[config.mk]
export PLATFORM = sky130hd
export DESIGN_NAME = regfile_port_ctrl
export DESIGN_NICKNAME = d
export VERILOG_FILES = /design/src/rtl/regfile_port_ctrl.sv
export SDC_FILE = /design/constraint.sdc
export NUM_CORES = 1
export LEC_CHECK = 0
export CAP_MARGIN = 20
export CORE_MARGIN = 2
export CORE_UTILIZATION = 43
export DETAILED_ROUTE_END_ITERATION = 10
export PLACE_DENSITY_LB_ADDON = 0.08
export SLEW_MARGIN = 5
export SYNTH_ARGS = -nofsm -noshare
export SYNTH_HDL_FRONTEND = slang
export SYNTH_SLANG_ARGS = --single-unit
[constraint.sdc]
create_clock -name clk -period 2.25 [get_ports clk]
set_clock_uncertainty 0.15 [all_clocks]
set_input_delay 0.5625 -clock clk [delete_from_list [all_inputs] [get_ports clk]]
set_output_delay 0.5625 -clock clk [all_outputs]
set_load 0.02 [all_outputs]
[src/rtl/regfile_port_ctrl.sv]
// Command sequencer for an 8x16 register file port: WRITE / READ / COPY / CLEAR
// commands come in over valid/ready, and one response goes out per command.
module regfile_port_ctrl #(
  parameter int DATA_W = 16,
  parameter int ADDR_W = 3,
  parameter int NREGS  = 8
) (
  input  logic              clk,
  input  logic              reset_n,
  input  logic              cmd_valid,
  output logic              cmd_ready,
  input  logic [1:0]        cmd_op,
  input  logic [ADDR_W-1:0] cmd_dst,
  input  logic [ADDR_W-1:0] cmd_src,
  input  logic [DATA_W-1:0] cmd_data,
  output logic              rsp_valid,
  input  logic              rsp_ready,
  output logic [DATA_W-1:0] rsp_data,
  output logic              busy,
  output logic [DATA_W-1:0] rf_data_in,
  output logic [ADDR_W-1:0] rf_writenum,
  output logic [ADDR_W-1:0] rf_readnum,
  output logic              rf_write,
  input  logic [DATA_W-1:0] rf_data_out
);

  localparam logic [1:0] OP_WRITE = 2'b00;
  localparam logic [1:0] OP_READ  = 2'b01;
  localparam logic [1:0] OP_COPY  = 2'b10;
  localparam logic [1:0] OP_CLEAR = 2'b11;
  localparam logic [ADDR_W:0] CLR_LAST = (ADDR_W+1)'(NREGS - 1);

  typedef enum logic [2:0] {S_IDLE, S_EXEC, S_CPWR, S_CLR, S_RESP} state_t;

  state_t              state_reg, state_next;
  logic [1:0]          op_reg;
  logic [ADDR_W-1:0]   dst_reg;
  logic [ADDR_W-1:0]   readnum_reg;
  logic [DATA_W-1:0]   data_reg;
  logic [DATA_W-1:0]   hold_reg;
  logic [DATA_W-1:0]   rsp_data_reg;
  logic [ADDR_W:0]     clr_cnt_reg;

  always_ff @(posedge clk or negedge reset_n) begin
    if (!reset_n) state_reg <= S_IDLE;
    else          state_reg <= state_next;
  end

  always_comb begin
    state_next = state_reg;
    case (state_reg)
      S_IDLE: if (cmd_valid) state_next = S_EXEC;
      S_EXEC: begin
        case (op_reg)
          OP_COPY:  state_next = S_CPWR;
          OP_CLEAR: state_next = S_CLR;
          default:  state_next = S_RESP;
        endcase
      end
      S_CPWR: state_next = S_RESP;
      S_CLR:  if (clr_cnt_reg == CLR_LAST) state_next = S_RESP;
      S_RESP: if (rsp_ready) state_next = S_IDLE;
      default: state_next = S_IDLE;
    endcase
  end

  // readnum only moves when a reading command is accepted, so it holds outside EXEC
  always_ff @(posedge clk or negedge reset_n) begin
    if (!reset_n) begin
      op_reg       <= OP_WRITE;
      dst_reg      <= '0;
      readnum_reg  <= '0;
      data_reg     <= '0;
      hold_reg     <= '0;
      rsp_data_reg <= '0;
      clr_cnt_reg  <= '0;
    end else begin
      case (state_reg)
        S_IDLE: begin
          if (cmd_valid) begin
            op_reg   <= cmd_op;
            dst_reg  <= cmd_dst;
            data_reg <= cmd_data;
            if (cmd_op == OP_READ || cmd_op == OP_COPY) readnum_reg <= cmd_src;
          end
        end
        S_EXEC: begin
          case (op_reg)
            OP_WRITE: rsp_data_reg <= data_reg;
            OP_READ:  rsp_data_reg <= rf_data_out;
            OP_COPY:  hold_reg     <= rf_data_out;
            default:  clr_cnt_reg  <= '0;
          endcase
        end
        S_CPWR: rsp_data_reg <= hold_reg;
        S_CLR: begin
          clr_cnt_reg <= clr_cnt_reg + 1'b1;
          if (clr_cnt_reg == CLR_LAST) rsp_data_reg <= '0;
        end
        default: ;
      endcase
    end
  end

  assign cmd_ready  = (state_reg == S_IDLE);
  assign busy       = (state_reg != S_IDLE);
  assign rsp_valid  = (state_reg == S_RESP);
  assign rsp_data   = rsp_data_reg;
  assign rf_readnum = readnum_reg;

  always_comb begin
    rf_write    = 1'b0;
    rf_writenum = dst_reg;
    rf_data_in  = '0;
    case (state_reg)
      S_EXEC: begin
        if (op_reg == OP_WRITE) begin
          rf_write   = 1'b1;
          rf_data_in = data_reg;
        end
      end
      S_CPWR: begin
        rf_write   = 1'b1;
        rf_data_in = hold_reg;
      end
      S_CLR: begin
        rf_write    = 1'b1;
        rf_writenum = clr_cnt_reg[ADDR_W-1:0];
      end
      default: ;
    endcase
  end

endmodule

==> results of run 1 <==
[final timing paths]
check                               start             end  cells past startpoint
max                          state_reg[2]   rf_data_in[2]                      7
min in group clk           clr_cnt_reg[3]  clr_cnt_reg[3]                      2
min                               reset_n   rf_readnum[0]                      1
max in group asynchronous         reset_n    hold_reg[13]                      2
min reg2reg                clr_cnt_reg[3]  clr_cnt_reg[3]                      2
max reg2reg                  state_reg[2]     hold_reg[7]                      5
[worst reg2reg max path: cells and delay by family, from the launching register on]
kind | cells | cell delay [ns]
buf+inv | 3 | 0.54
simple gates | 1 | 0.49
flops | 1 | 0.39
mux | 1 | 0.34
[Yosys cell counts (all sizes together)]
master	instances
dfrtp	63
mux2	58
a22o	16
mux2i	16
o2bb2ai	16
buf	11
clkbuf	6
nand2	5
o21ai	5
inv	4
nor2	4
nor2b	4
a21oi	2
a31oi	2
nand3	2
nor3b	2
o31ai	2
a21o	1
a31o	1
a32o	1
ha	1
nand2b	1
nand3b	1
nor3	1
nor4	1
or3	1
or3b	1
or4	1
xnor2	1
xor2	1
[final cells by class]
type	count	area, sq um	share of cell area (%)
tap	96	120	2.61
inverter	4	15.0	0.326
sequential	63	1580	34.3
clock buffer	13	159	3.45
timing repair buffer	130	1270	27.6
multi-input combinational	147	1460	31.6
clock inverter	1	5.00	0.109
[routing by layer]
| layer | track usage, % | routed length, um | vias to the layer above | share of wire (%) |
|---|---|---|---|---|
| met4 | 6.61 | 34 | 0 | 0.44 |
| met2 | 33.3 | 3710 | 63 | 48 |
| met1 | 28.2 | 3620 | 1187 | 47 |
| met5 | 0 | 0 | - | 0 |
| met3 | 3.26 | 291 | 5 | 3.8 |
| li1 | - | - | 1110 | - |
[logic make-up after synthesis]
group                      count (synthesis)  share of synthesized area, %
adders and majority gates                  1                         0.407
DFF                                       63                          51.2
buffers and inverters                     21                          3.38
and+or+nand+nor                           24                          4.76
xor gates and xnor gates                   2                         0.569
muxes                                     74                          27.7
AOI/OAI and AO/OA                         46                          12.0
[metrics by stage]
stage | cells | instance area [sq um] | hold slack [ns]
final | 454 | 4600 | 0.0657
after global routing | 454 | 4600 | 0.0845
after CTS | 446 | 4510 | 0.0634
after detailed placement | 427 | 4260 | 0.330
after global placement | 427 | 4260 | 0.318
after floorplan | 231 | 3090 | 0.117
[repair_timing]
item | CTS | global route
setup endpoints to repair | 39 | 20
endpoints found under the hold margin | 0 | 0
pin swaps | 6 | 7
setup buffers | 5 | 8
resized for setup | 131 | 9
[report_power, final]
part / leakage (nW) / switching, mW / total (mW) / internal [mW]
logic: 1.21 / 1.60 / 3.64 / 2.04
registers: 0.754 / 0.378 / 2.08 / 1.70
clock network: 0.0854 / 0.390 / 0.837 / 0.447
total: 2.05 / 2.37 / 6.56 / 4.19
==> impl_results.rst, run 1 <==
.. list-table::
   :header-rows: 1

   * - Metric
     - Value
   * - Outcome
     - finished with violations
   * - Violations in the final reports
     - setup timing
   * - Worst hold path class
     - in2async
   * - Achievable clock frequency
     - roughly 0.42 GHz
   * - Violation count after the first detailed-routing iteration
     - 127
   * - Final weighted congestion of routability-driven global placement
     - just over 0.8
   * - Via count of the routed design
     - 2,365
   * - Ratio of cells with drive above 1 in the final layout
     - about 42%
   * - Quantity of I/O buffers inserted on ports
     - 85
   * - Data arrival time at the worst-slack endpoint
     - between 1.5 and 2 ns
   * - Die Height
     - 88.6 um
   * - Final standard cell utilization of the core
     - ~67%
   * - Top library cells by usage in the layout, fill and taps aside
     - sky130_fd_sc_hd__dfrtp_1 (63), sky130_fd_sc_hd__clkdlybuf4s50_1 (61), sky130_fd_sc_hd__mux2_2 (48)
   * - Max-slew headroom
     - between 60% and 70%
   * - Antenna Violating Nets Remaining
     - 0
   * - TritonCTS clock tree
     - yes
   * - Slowest stage cell on the critical path
     - sky130_fd_sc_hd__dfrtp_1
   * - Critical Path RT
     - ~1.5 ns
   * - Library cell appearing most often on the critical path
     - sky130_fd_sc_hd__buf_6
   * - Clock latency on the worst-skew pair
     - around 0.32 ns
   * - Yosys top cell area share
     - between 50 and 60%
   * - Part of the Yosys area used for sequential elements
     - 51.2%
   * - Power density normalized to cell area
     - 1420 mW/mm^2
   * - Width of the die
     - just under 90 um
   * - Clock Tree Root
     - sky130_fd_sc_hd__clkbuf_8
   * - Count of cell types in the netlist
     - 34
   * - Detailed-placement wirelength estimate
     - roughly 5.1 mm
   * - Syn Std Cell Area
     - slightly above 0.003 sq mm
   * - Ant diodes
     - 0
   * - Transition time of the tightest slew-check pin
     - 0.528 ns
   * - Worst-case register-to-register setup slack
     - around 0.24 ns
   * - Area of the core region
     - about 0.0069 sq mm
   * - Number of maximum-capacitance violations
     - 0
   * - Critical path type
     - reg2out
   * - Portion of the clock cycle consumed by the worst path in the final layout
     - 106%
   * - Max rail drop VDD
     - 0.000812 V
   * - Largest net degree at the start of global routing
     - 24
   * - Total number of nets in the final design
     - 400
   * - Slack of the critical path
     - -0.142 ns
   * - Maximum net fanout on the critical path
     - 10
   * - Post-Synthesis Cells
     - around 230
   * - Final hold viol count
     - 0
   * - Design Power
     - 6.56 mW
   * - Drc violations
     - 0
   * - Maximum cell stage delay along the critical path
     - 0.39 ns
   * - Critical path's top delay family
     - buffers and inverters
   * - CTS hold repair buffers
     - 0
   * - Post-synthesis cell type with the largest combined area
     - sky130_fd_sc_hd__dfrtp_1
   * - Crit-path cells
     - buf_6 -> nor2b_4 -> nor2b_4 -> buf_6 -> buf_8 -> a22o_1 -> buf_6
   * - Buffers from clock root to sink, at most
     - 2
   * - Per-instance average area after synthesis
     - ~13 sq um
   * - Site row count
     - 30
   * - Worst path buffer plus inverter count
     - 4
   * - TritonCTS Sinks
     - 63
   * - Total CTS buffers
     - 9
   * - Initial antenna violation count
     - 0
   * - Total Negative Setup Slacks
     - -1.96 ns
   * - Wire length of the first global-routing pass
     - between 10 and 15 mm
   * - Yosys Warn Count
     - 0
   * - Aggregate global-route resource usage
     - 20.4%
   * - Yosys reg bits
     - 63
   * - Critical path launch point type
     - flop
   * - Synthesized Nets
     - ~280
   * - Post-Route WL
     - roughly 7.7 mm
   * - Filler instances
     - roughly 540
   * - Cells taking the most area after synthesis
     - sky130_fd_sc_hd__dfrtp_1 (51%), sky130_fd_sc_hd__mux2_2 (18%), sky130_fd_sc_hd__mux2i_1 (5.2%)
   * - Signed area change from the synthesized netlist to the final layout
     - 49.6%
   * - Number of setup violations in the final report
     - 19
   * - Leak
     - just over 2 nW
   * - Clock transition at the registers of the reported paths
     - roughly 0.060 ns
   * - Area enclosed by the die boundary
     - 0.00785 sq mm
   * - Number of ports placed on the die boundary
     - 86
   * - H-tree depth
     - 3
   * - Routed wirelength normalized by instance count
     - between 15 and 20 um
   * - Starting Density
     - 44.8%
   * - Detailed-router iteration count before antenna repair
     - 4
   * - Shortest period the worst path allows
     - 2.39 ns
   * - Crit end category
     - primary output
   * - Max-slew violation count
     - 0
   * - Most common cell after layout, fill and taps aside
     - sky130_fd_sc_hd__dfrtp_1
   * - Unrepaired setup endpoints after global routing
     - yes
   * - Mean number of vias per cell
     - between 5 and 6
   * - Overflow after GRT
     - 0
   * - Pre-CTS setup slack
     - -0.197 ns
   * - Via count of the first global-routing pass
     - 2,389
Note: power is estimated with default switching activity, not from simulation.
==> run 2: changes to the inputs <==
--- a/config.mk
+++ b/config.mk
@@ -6,7 +6,7 @@
 export NUM_CORES = 1
 export LEC_CHECK = 0
 export CAP_MARGIN = 20
-export CORE_MARGIN = 2
+export CORE_MARGIN = 1.5
 export CORE_UTILIZATION = 43
 export DETAILED_ROUTE_END_ITERATION = 10
 export PLACE_DENSITY_LB_ADDON = 0.08
==> impl_results.rst, run 2 (synthesis results as in run 1) <==
.. list-table::
   :header-rows: 1

   * - Metric
     - Value
   * - Data arrival time at the worst-slack endpoint
     - 1.66 ns (-0.02 ns)
   * - Ant diodes
     - 0 (unchanged)
   * - Combinational Power Share
     - 54.6% (-1.0 points)
   * - Clock Tree Root
     - sky130_fd_sc_hd__clkbuf_8
   * - Number of ports placed on the die boundary
     - 86 (unchanged)
   * - Final std cell area, no fill
     - 0.00453 sq mm (-1.6%)
   * - Unrepaired setup endpoints after global routing
     - yes
   * - Critical Path RT
     - 1.54 ns (about the same)
   * - Number of setup violations in the final report
     - 19 (unchanged)
   * - Shortest period the worst path allows
     - 2.38 ns (-0.0158 ns)
   * - Top library cells by usage in the layout, fill and taps aside
     - sky130_fd_sc_hd__dfrtp_1 (62), sky130_fd_sc_hd__clkdlybuf4s50_1 (61), sky130_fd_sc_hd__mux2_2 (47)
   * - CTS hold repair buffers
     - 0 (unchanged)
   * - Max-slew headroom
     - 77.3% (+12 points)
   * - Post-Route WL
     - 7.45 mm (-2.7%)
   * - Slowest stage cell on the critical path
     - sky130_fd_sc_hd__dfrtp_1
   * - Starting Density
     - 44.8% (unchanged)
   * - Area of the core region
     - 0.00687 sq mm (unchanged)
   * - Critical path's top delay family
     - buffers and inverters
   * - Clock latency on the worst-skew pair
     - 0.33 ns (about the same)
   * - Site row count
     - 30 (unchanged)
   * - Aggregate global-route resource usage
     - 21.2% (+0.75 points)
   * - Leak
     - 1.99 nW (-2.6%)
   * - Portion of the clock cycle consumed by the worst path in the final layout
     - 106% (-0.70 points)
   * - Total CTS buffers
     - 9 (unchanged)
   * - Critical path launch point type
     - flop
   * - Library cell appearing most often on the critical path
     - sky130_fd_sc_hd__buf_6
   * - Clock transition at the registers of the reported paths
     - 0.07 ns (about the same)
   * - Source of the worst register-to-register timing path
     - state_reg[2]
   * - Max-slew violation count
     - 0 (unchanged)
   * - Worst setup path startpoint
     - state_reg[1]
   * - Mean number of vias per cell
     - 5.20 (-0.12%)
   * - Maximum net fanout on the critical path
     - 8 (-2)
   * - Crit end category
     - primary output
   * - H-tree depth
     - 3 (unchanged)
   * - Drc violations
     - 0 (unchanged)
   * - Most common cell after layout, fill and taps aside
     - sky130_fd_sc_hd__dfrtp_1
   * - WHS
     - 0.0773 ns (+0.0116 ns)
   * - Achievable clock frequency
     - 0.421 GHz (+0.67%)
   * - Violation count after the first detailed-routing iteration
     - 63 (-50%)
   * - Initial antenna violation count
     - 0 (unchanged)
   * - TritonCTS Sinks
     - 63 (unchanged)
   * - Transition time of the tightest slew-check pin
     - 0.341 ns (-0.187 ns)
   * - Pint
     - 4.14 mW (-1.1%)
   * - Antenna Violating Nets Remaining
     - 0 (unchanged)
   * - Outcome
     - finished with violations
   * - Violations in the final reports
     - setup timing
   * - Met2 track utilization from global routing
     - 33.3% (about the same)
   * - Power density normalized to cell area
     - 1430 mW/mm^2 (+0.54%)
   * - Switching power
     - 2.35 mW (-0.97%)
   * - Placed Area
     - 0.00423 sq mm (-0.76%)
   * - Routed wirelength normalized by instance count
     - 16.8 um (-0.28%)
   * - Detailed-placement wirelength estimate
     - 4.69 mm (-8.6%)
   * - Area of combinational cells with multiple inputs
     - 0.00146 sq mm (+0.26%)
   * - Slack of the critical path
     - -0.127 ns (+0.0158 ns)
   * - Crit-path cells
     - buf_6 -> nor4_4 -> buf_4 -> clkbuf_16 -> a22o_1 -> buf_6
   * - Final weighted congestion of routability-driven global placement
     - 0.803 (-0.66%)
   * - Filler instances
     - 538 (-0.74%)
   * - Largest net degree at the start of global routing
     - 64 (+170%)
   * - Width of the die
     - 87.6 um (-1.1%)
   * - Register cell area after layout
     - 0.00158 sq mm (about the same)
   * - TritonCTS clock tree
     - yes
   * - Signed area change from the synthesized netlist to the final layout
     - 47.2%
   * - Final hold viol count
     - 0 (unchanged)
   * - Buffers from clock root to sink, at most
     - 2 (unchanged)
   * - Met3 Track Usage GR
     - 5.37% (+2.1 points)
   * - Die Height
     - 87.6 um (-1.1%)
   * - Overflow after GRT
     - 0 (unchanged)
   * - Detailed-router iteration count before antenna repair
     - 4 (unchanged)
   * - Via count of the first global-routing pass
     - 2,388 (-0.042%)
   * - Most congested layer reported by global routing
     - met2
   * - Area enclosed by the die boundary
     - 0.00767 sq mm (-2.2%)
   * - Worst hold path class
     - in2async
   * - Portion of total power attributed to the clock network
     - 13.3% (+0.5 points)
   * - Wire length of the first global-routing pass
     - 12.0 mm (-0.45%)
   * - Design Power
     - 6.49 mW (-1.0%)
   * - Max rail drop VDD
     - 0.000617 V (-24%)
   * - Met1 Track Usage GR
     - 28.3% (+0.18 points)
   * - Critical path type
     - reg2out
   * - Total number of nets in the final design
     - 389 (-2.8%)
   * - Worst path buffer plus inverter count
     - 4 (unchanged)
   * - Quantity of I/O buffers inserted on ports
     - 85 (unchanged)
   * - Total Negative Setup Slacks
     - -1.81 ns (+0.149 ns)
   * - Maximum cell stage delay along the critical path
     - 0.40 ns (about the same)
   * - Ratio of cells with drive above 1 in the final layout
     - 40.6% (-1.5 points)
   * - Sequential cell fraction of total power
     - 32.1% (+0.4 points)
   * - Switching share of power
     - 36.1% (about the same)
   * - Number of maximum-capacitance violations
     - 0 (unchanged)
   * - Via count of the routed design
     - 2,305 (-2.5%)
   * - Final standard cell utilization of the core
     - 65.9% (-1.1 points)
## run 2: cell count changes in the layout (fill, tap and decap cells not counted), sizes merged
| cell | previous run | this run |
|---|---|---|
| buf | 68 | 56 |
| clkbuf | 13 | 14 |
## run 2: layout make-up
type	count	area share, %
Tap cell	96	2.65
Timing Repair Buffer	119	26.4
Clock inverter	1	0.110
Clock buffer	13	3.51
Inverter	4	0.331
Multi-Input combinational cell	147	32.2
Sequential cell	63	34.8
## run 2: worst reg2reg max path: stages (launching register included)
cell and delay [ns]:
sky130_fd_sc_hd__dfrtp_2 0.45, sky130_fd_sc_hd__buf_6 0.14, sky130_fd_sc_hd__buf_4 0.13, sky130_fd_sc_hd__or4_1 0.49
sky130_fd_sc_hd__buf_4 0.24, sky130_fd_sc_hd__mux2_4 0.33
## run 2: stage by stage
stage | worst slack (ns) | std cells
floorplan | 0.0300 | 231
global placement | -0.203 | 421
detailed placement | -0.222 | 421
CTS | -0.155 | 442
global route | -0.215 | 443
finish | -0.127 | 443
## run 2: power groups by stage
stage	Combinational [mW]	Clock [mW]	Sequential, mW
final	3.54	0.861	2.08
after global routing	3.80	0.945	2.17
after CTS	3.58	0.895	2.08
after detailed placement	3.39	0	2.09
after global placement	3.35	0	2.07
after floorplan	1.87	0	2.23
## run 2: final timing paths
path	end	slack, ns	cells past startpoint
max	rf_data_in[5]	-0.13	6
min	rf_readnum[0]	0.08	2
max reg2reg	hold_reg[6]	0.20	5
min reg2reg	clr_cnt_reg[3]	0.34	2
max in group asynchronous	state_reg[2]	1.57	2
min in group clk	clr_cnt_reg[3]	0.34	2
## run 2: per-layer routing
metal	routed length, um	vias up
met2	3560	68
li1	-	1084
met5	0	-
met4	99	0
met3	380	10
met1	3400	1143
## run 2: repair_timing
action / 4_1_cts / 5_1_grt
gates cloned: 2 / 0
endpoints found under the hold margin: 0 / 0
buffers inserted: 5 / 2
resized for setup: 131 / 6
pin swaps: 4 / 8
setup endpoints to repair: 39 / 20
==> run 3: changes to the inputs <==
--- a/config.mk
+++ b/config.mk
@@ -6,7 +6,7 @@
 export NUM_CORES = 1
 export LEC_CHECK = 0
 export CAP_MARGIN = 20
-export CORE_MARGIN = 1.5
+export CORE_MARGIN = 2
 export CORE_UTILIZATION = 43
 export DETAILED_ROUTE_END_ITERATION = 10
 export PLACE_DENSITY_LB_ADDON = 0.08
==> results of run 3 <==
Final layout, timing and power as in run 1 (identical DEF).
==> RTL edit 1: new RTL, flow settings as in run 1 <==
Reset style: synchronous (`reset_n`), changed in 2 clocked blocks.
--- a/src/rtl/regfile_port_ctrl.sv
+++ b/src/rtl/regfile_port_ctrl.sv
@@ -42,5 +42,5 @@
   logic [ADDR_W:0]     clr_cnt_reg;
 
-  always_ff @(posedge clk or negedge reset_n) begin
+  always_ff @(posedge clk) begin
     if (!reset_n) state_reg <= S_IDLE;
     else          state_reg <= state_next;
@@ -66,5 +66,5 @@
 
   // readnum only moves when a reading command is accepted, so it holds outside EXEC
-  always_ff @(posedge clk or negedge reset_n) begin
+  always_ff @(posedge clk) begin
     if (!reset_n) begin
       op_reg       <= OP_WRITE;
Check against the original RTL: differs if reset_n is asserted again (counterexample within 4 cycles, from zero or initial values and one cycle with reset_n low); with reset_n held inactive, the same outputs for 10 cycles.
==> RTL edit 1 against run 1 <==
- the run still ends with setup timing left
- maximum frequency up 3.3%
- critical path depth fell by 2
- final area shrank 6.3%
- worst setup slack better by 0.076 ns
- synthesized area down 1.8%
- highest routed layer unchanged
- final cell count grew 30%
- global-route usage grew 3.6 points
- sequential cell count unchanged
- routed wire length increased by 16%
Power is not compared: it rests on default switching activity, and its combinational part moved more than twofold at a synthesized area within 25%.
==> RTL edit 1: results (changes against run 1) <==
* Status: finished with violations
* Violated checks: setup timing
* Adder-cell area share of the yosys netlist at 0.414% (+0.0074 points)
* Met2 GRT Util at 39.5% (+6.2 points)
* First-pass GRT wire length at 14.3 mm (+19%)
* Compound-gate portion of the synthesized area at 22.9% (+11 points)
* Met3 Routed Length at 719 µm (+150%)
* Dpl ws at -0.191 ns (+0.00632 ns)
* Worst hold path type: flop to flop
* Final Setup Violations at 17 (-2)
* Critical path's largest stage delay at 0.34 ns (-0.05 ns)
* Fin Setup TNS at -0.605 ns (+1.36 ns)
* Fill cells at 621 (+15%)
* Sequential fraction of the synthesis area at 41.7% (-9.5 points)
* Final critical-path setup slack at -0.0660 ns (+0.0764 ns)
* Slowest cell on the critical path: dfxtp_2
* Filler-free cell count of the finished design at 590 (+30%)
* Total Nets Final at 534 (+34%)
* Total track usage at 24.0% (+3.6 points)
* Asr flop ratio synth at 0% (-100 points)
* Syn Area/Cell at 7.71 µm² (-42%)
* Drt via density at 5.29 (+1.6%)
* Ys flop type: dfxtp_1
* 1st-iter DRT viols at 152 (+20%)
* Commonest cells in the netlist: 141 x nand2_1, 64 x a21oi_1, 63 x dfxtp_1
* Met1 Resource Use GR at 30.2% (+2.1 points)
* Synth unique cells at 32 (-5.9%)
* Routed wire length at 8.88 mm (+16%)
* Syn Nets at 437 (+58%)
* Fraction of layout cells with a size suffix above 1 at 17.2% (-25 points)
* Synth area leaders: dfxtp_1 42%, nand2_1 18%, a21oi_1 11%
* DP HPWL at 6.12 mm (+19%)
* Placed Instances at 573 (+34%)
* Worst Path Arrival at 1.60 ns (-0.08 ns)
==> RTL edit 1: final timing paths <==
kind,to,slack (ns),from,depth (start not counted)
worst min register to register,clr_cnt_reg[3],0.28,clr_cnt_reg[3],1
worst max register to register,rsp_data[11],0.36,state_reg[1],7
worst max-delay path,rf_data_in[14],-0.07,state_reg[1],5
worst min-delay path,clr_cnt_reg[3],0.28,clr_cnt_reg[3],1
==> RTL edit 1: cell type report <==
cell class	instances	area [µm²]	share of cell area (%)
clock buffer	9	124	2.87
clock inverter	7	97.6	2.26
inverter	8	30.0	0.696
multi-input combinational	289	1600	37.2
sequential	63	1260	29.3
tap	96	120	2.79
timing repair buffer	118	1070	24.9
==> RTL edit 1: what timing repair did <==
item | in CTS | in global routing
pin swaps | 2 | 2
resized for setup | 119 | 5
hold buffers | 0 | 0
endpoints found under the hold margin | 0 | 0
buffers inserted | 1 | 0
endpoints found under the setup margin | 23 | 23
gates cloned | 0 | 0
==> RTL edit 2: new RTL, config.mk and constraints of run 1 <==
Made on the original files. Set the parameter `NREGS` to 4 (it was 8).
--- a/src/rtl/regfile_port_ctrl.sv
+++ b/src/rtl/regfile_port_ctrl.sv
@@ -4,5 +4,5 @@
   parameter int DATA_W = 16,
   parameter int ADDR_W = 3,
-  parameter int NREGS  = 8
+  parameter int NREGS  = 4
 ) (
   input  logic              clk,
Formal check against the unedited RTL: not equivalent (Yosys sat finds a counterexample within 10 cycles, from zero or initial values and one cycle with reset_n low).
==> RTL edit 2 against run 1 <==
- the run still ends with setup timing left
- largest cell class unchanged
- critical path type unchanged
- synthesized area increased by 2.0%
- routed wire length decreased by 5.4%
- final area decreased by 1.1%
- worst setup slack improved by 0.00083 ns
- die area increased by 2.0%
- sequential cell count unchanged
- total power increased by 4.6%
==> RTL edit 2: results (changes against run 1) <==
* R2R Setup Slk at 0.31 ns (+0.07 ns)
* Maximum vdd drop at 0.747 mV (-8.1%)
* Number of port buffers at 85 (unchanged)
* Status: finished with violations
* WL/cell at 16.3 µm (-3.3%)
* CP max FO at 7 (-3)
* Violated checks: setup timing
* Hold_buf cts at 1 (+1)
* Clk Latency, worst-skew pair at 0.33 ns
* Sw Ratio at 35.9% (-0.23 points)
* Vias at 2,240 (-5.3%)
* Commonest cells in the netlist: 63 x dfrtp_1, 45 x mux2_2, 17 x o2bb2ai_1, 16 x a22o_1, 16 x mux2i_1
* Syn Nets at 272 (-1.4%)
* Worst-Margin Slew at 0.337 ns (-0.191 ns)
* First-pass GRT wire length at 11.5 mm (-5.2%)
* Worst Reg-to-Reg Cells at 7 (+2)
* Area delta synth->final at 44.9%
* Static Leak at 0.00197 µW (-3.5%)
* Area after DPL at 4240 µm² (-0.50%)
* Placer's final routability congestion estimate at 0.847 (+4.9%)
* Slew Viols, Final at 0 (unchanged)
* Final critical-path setup slack at -0.142 ns (+0.000826 ns)
* Fill cells at 585 (+7.9%)
* Synth unique cells at 34 (unchanged)
* R2r endpoint: rf_readnum[0]
* Final Setup Violations at 18 (-1)
* Synth area leaders: dfrtp_1 50%, mux2_2 16%, mux2i_1 5.1%
* Asr flop ratio synth at 100% (unchanged)
* Cts repair resizes at 128 (-2.3%)
* Dpl ws at -0.286 ns (-0.0891 ns)
* Fraction of layout cells with a size suffix above 1 at 39.7% (-2.5 points)
* Ys flop type: dfrtp_1
* CTS buffer count at 9 (unchanged)
* Clock transition at path regs at roughly 0.070 ns
* Critical Path Sink: rf_data_in[15]
* Ant diodes at 0 (unchanged)
* Synth warnings at 0 (unchanged)
* Initial antenna violation count at 0 (unchanged)
* Post-CTS Setup Inserts at 2 (-3)
* Clk buf depth at 2 (unchanged)
* Number of global-route vias before repair at 2,329 (-2.5%)
* Worst hold path type: flop to flop
* CTS H-tree lvls at 3 (unchanged)
* Sequential fraction of the synthesis area at 50.2% (-1.0 points)
* DP HPWL at 5.07 mm (-1.3%)
* 1st-iter DRT viols at 69 (-46%)
* Worst Path Arrival at 1.68 ns (about the same)
* Total Nets Final at 385 (-3.8%)
* Reg2reg start: state_reg[0]
* Pin count of the biggest net entering global routing at 25 (+4.2%)
* DR pass1 iterations at 4 (unchanged)
* Total track usage at 19.2% (-1.2 points)
* CP Launch Point: state_reg[2]
## RTL edit 2: cell types whose count changed after synthesis, sizes merged, moves of 2 or more
cell | run 1 | this run
buf | 11 | 14
inv | 4 | 2
o31ai | 2 | 0
nor3b | 2 | 0
a21oi | 2 | 0
o211ai | 0 | 2
clkbuf | 6 | 2
nor2b | 4 | 6
## RTL edit 2: cell type report
| class | count | share of cell area [%] |
|---|---|---|
| Clock buffer | 10 | 2.81 |
| Clock inverter | 6 | 1.87 |
| Inverter | 2 | 0.165 |
| Multi-Input combinational cell | 146 | 32.3 |
| Sequential cell | 63 | 34.7 |
| Tap cell | 99 | 2.72 |
| Timing Repair Buffer | 118 | 25.5 |
## RTL edit 2: routing by layer
metal / part of all wire (%) / vias to the layer above / wire length [µm] / GRT usage (%)
met5: 0 / - / 0 / 0
met1: 46 / 1104 / 3330 / 26.0
li1: - / 1071 / - / -
met2: 49 / 58 / 3510 / 30.5
met3: 4.4 / 7 / 318 / 3.97
met4: 1.1 / 0 / 76 / 7.33
## RTL edit 2: metrics by stage
stage	TNS, ns	std cells
after floorplan	0	227
after global placement	-4.04	422
after detailed placement	-4.69	422
after CTS	-2.45	442
after global routing	-3.50	444
final	-1.85	444
## RTL edit 2: kinds of logic after synthesis
logic type                 after synthesis  synth area share, %
AOI/OAI and AO/OA                       44                 12.5
buffers and inverters                   18                 3.95
xor gates and xnor gates                 2                0.558
DFF                                     63                 50.2
and+or+nand+nor                         24                 5.06
adders and majority gates                1                0.399
muxes                                   75                 27.3
## RTL edit 2: worst min path at each step
stage | startpoint | endpoint | slack (ns) | cells after the start
global placement | reset_n | rsp_data[5] | 0.33 | 1
finish | rf_readnum[1] | rf_readnum[1] | 0.35 | 1
global route | rsp_data[3] | rsp_data[3] | 0.37 | 1
floorplan | reset_n | clr_cnt_reg[0] | 0.12 | 0
CTS | rf_readnum[1] | rf_readnum[1] | 0.36 | 1
detailed placement | reset_n | rsp_data[5] | 0.34 | 1
## RTL edit 2: worst max-delay path: stages, from the launching register on
cell	delay, ns
dfrtp_1	0.42
or2_4	0.26
nor3_4	0.21
buf_6	0.18
a22o_1	0.17
buf_6	0.12
## RTL edit 2: power groups by stage
| stage | registers, µW | clock network, µW | logic (µW) |
|---|---|---|---|
| 2_1_floorplan | 2230 | 0 | 2130 |
| 3_3_place_gp | 2110 | 0 | 3550 |
| 3_5_place_dp | 2130 | 0 | 3600 |
| 4_1_cts | 2100 | 1090 | 3630 |
| 5_1_grt | 2180 | 1150 | 3960 |
| 6_report | 2100 | 1070 | 3680 |
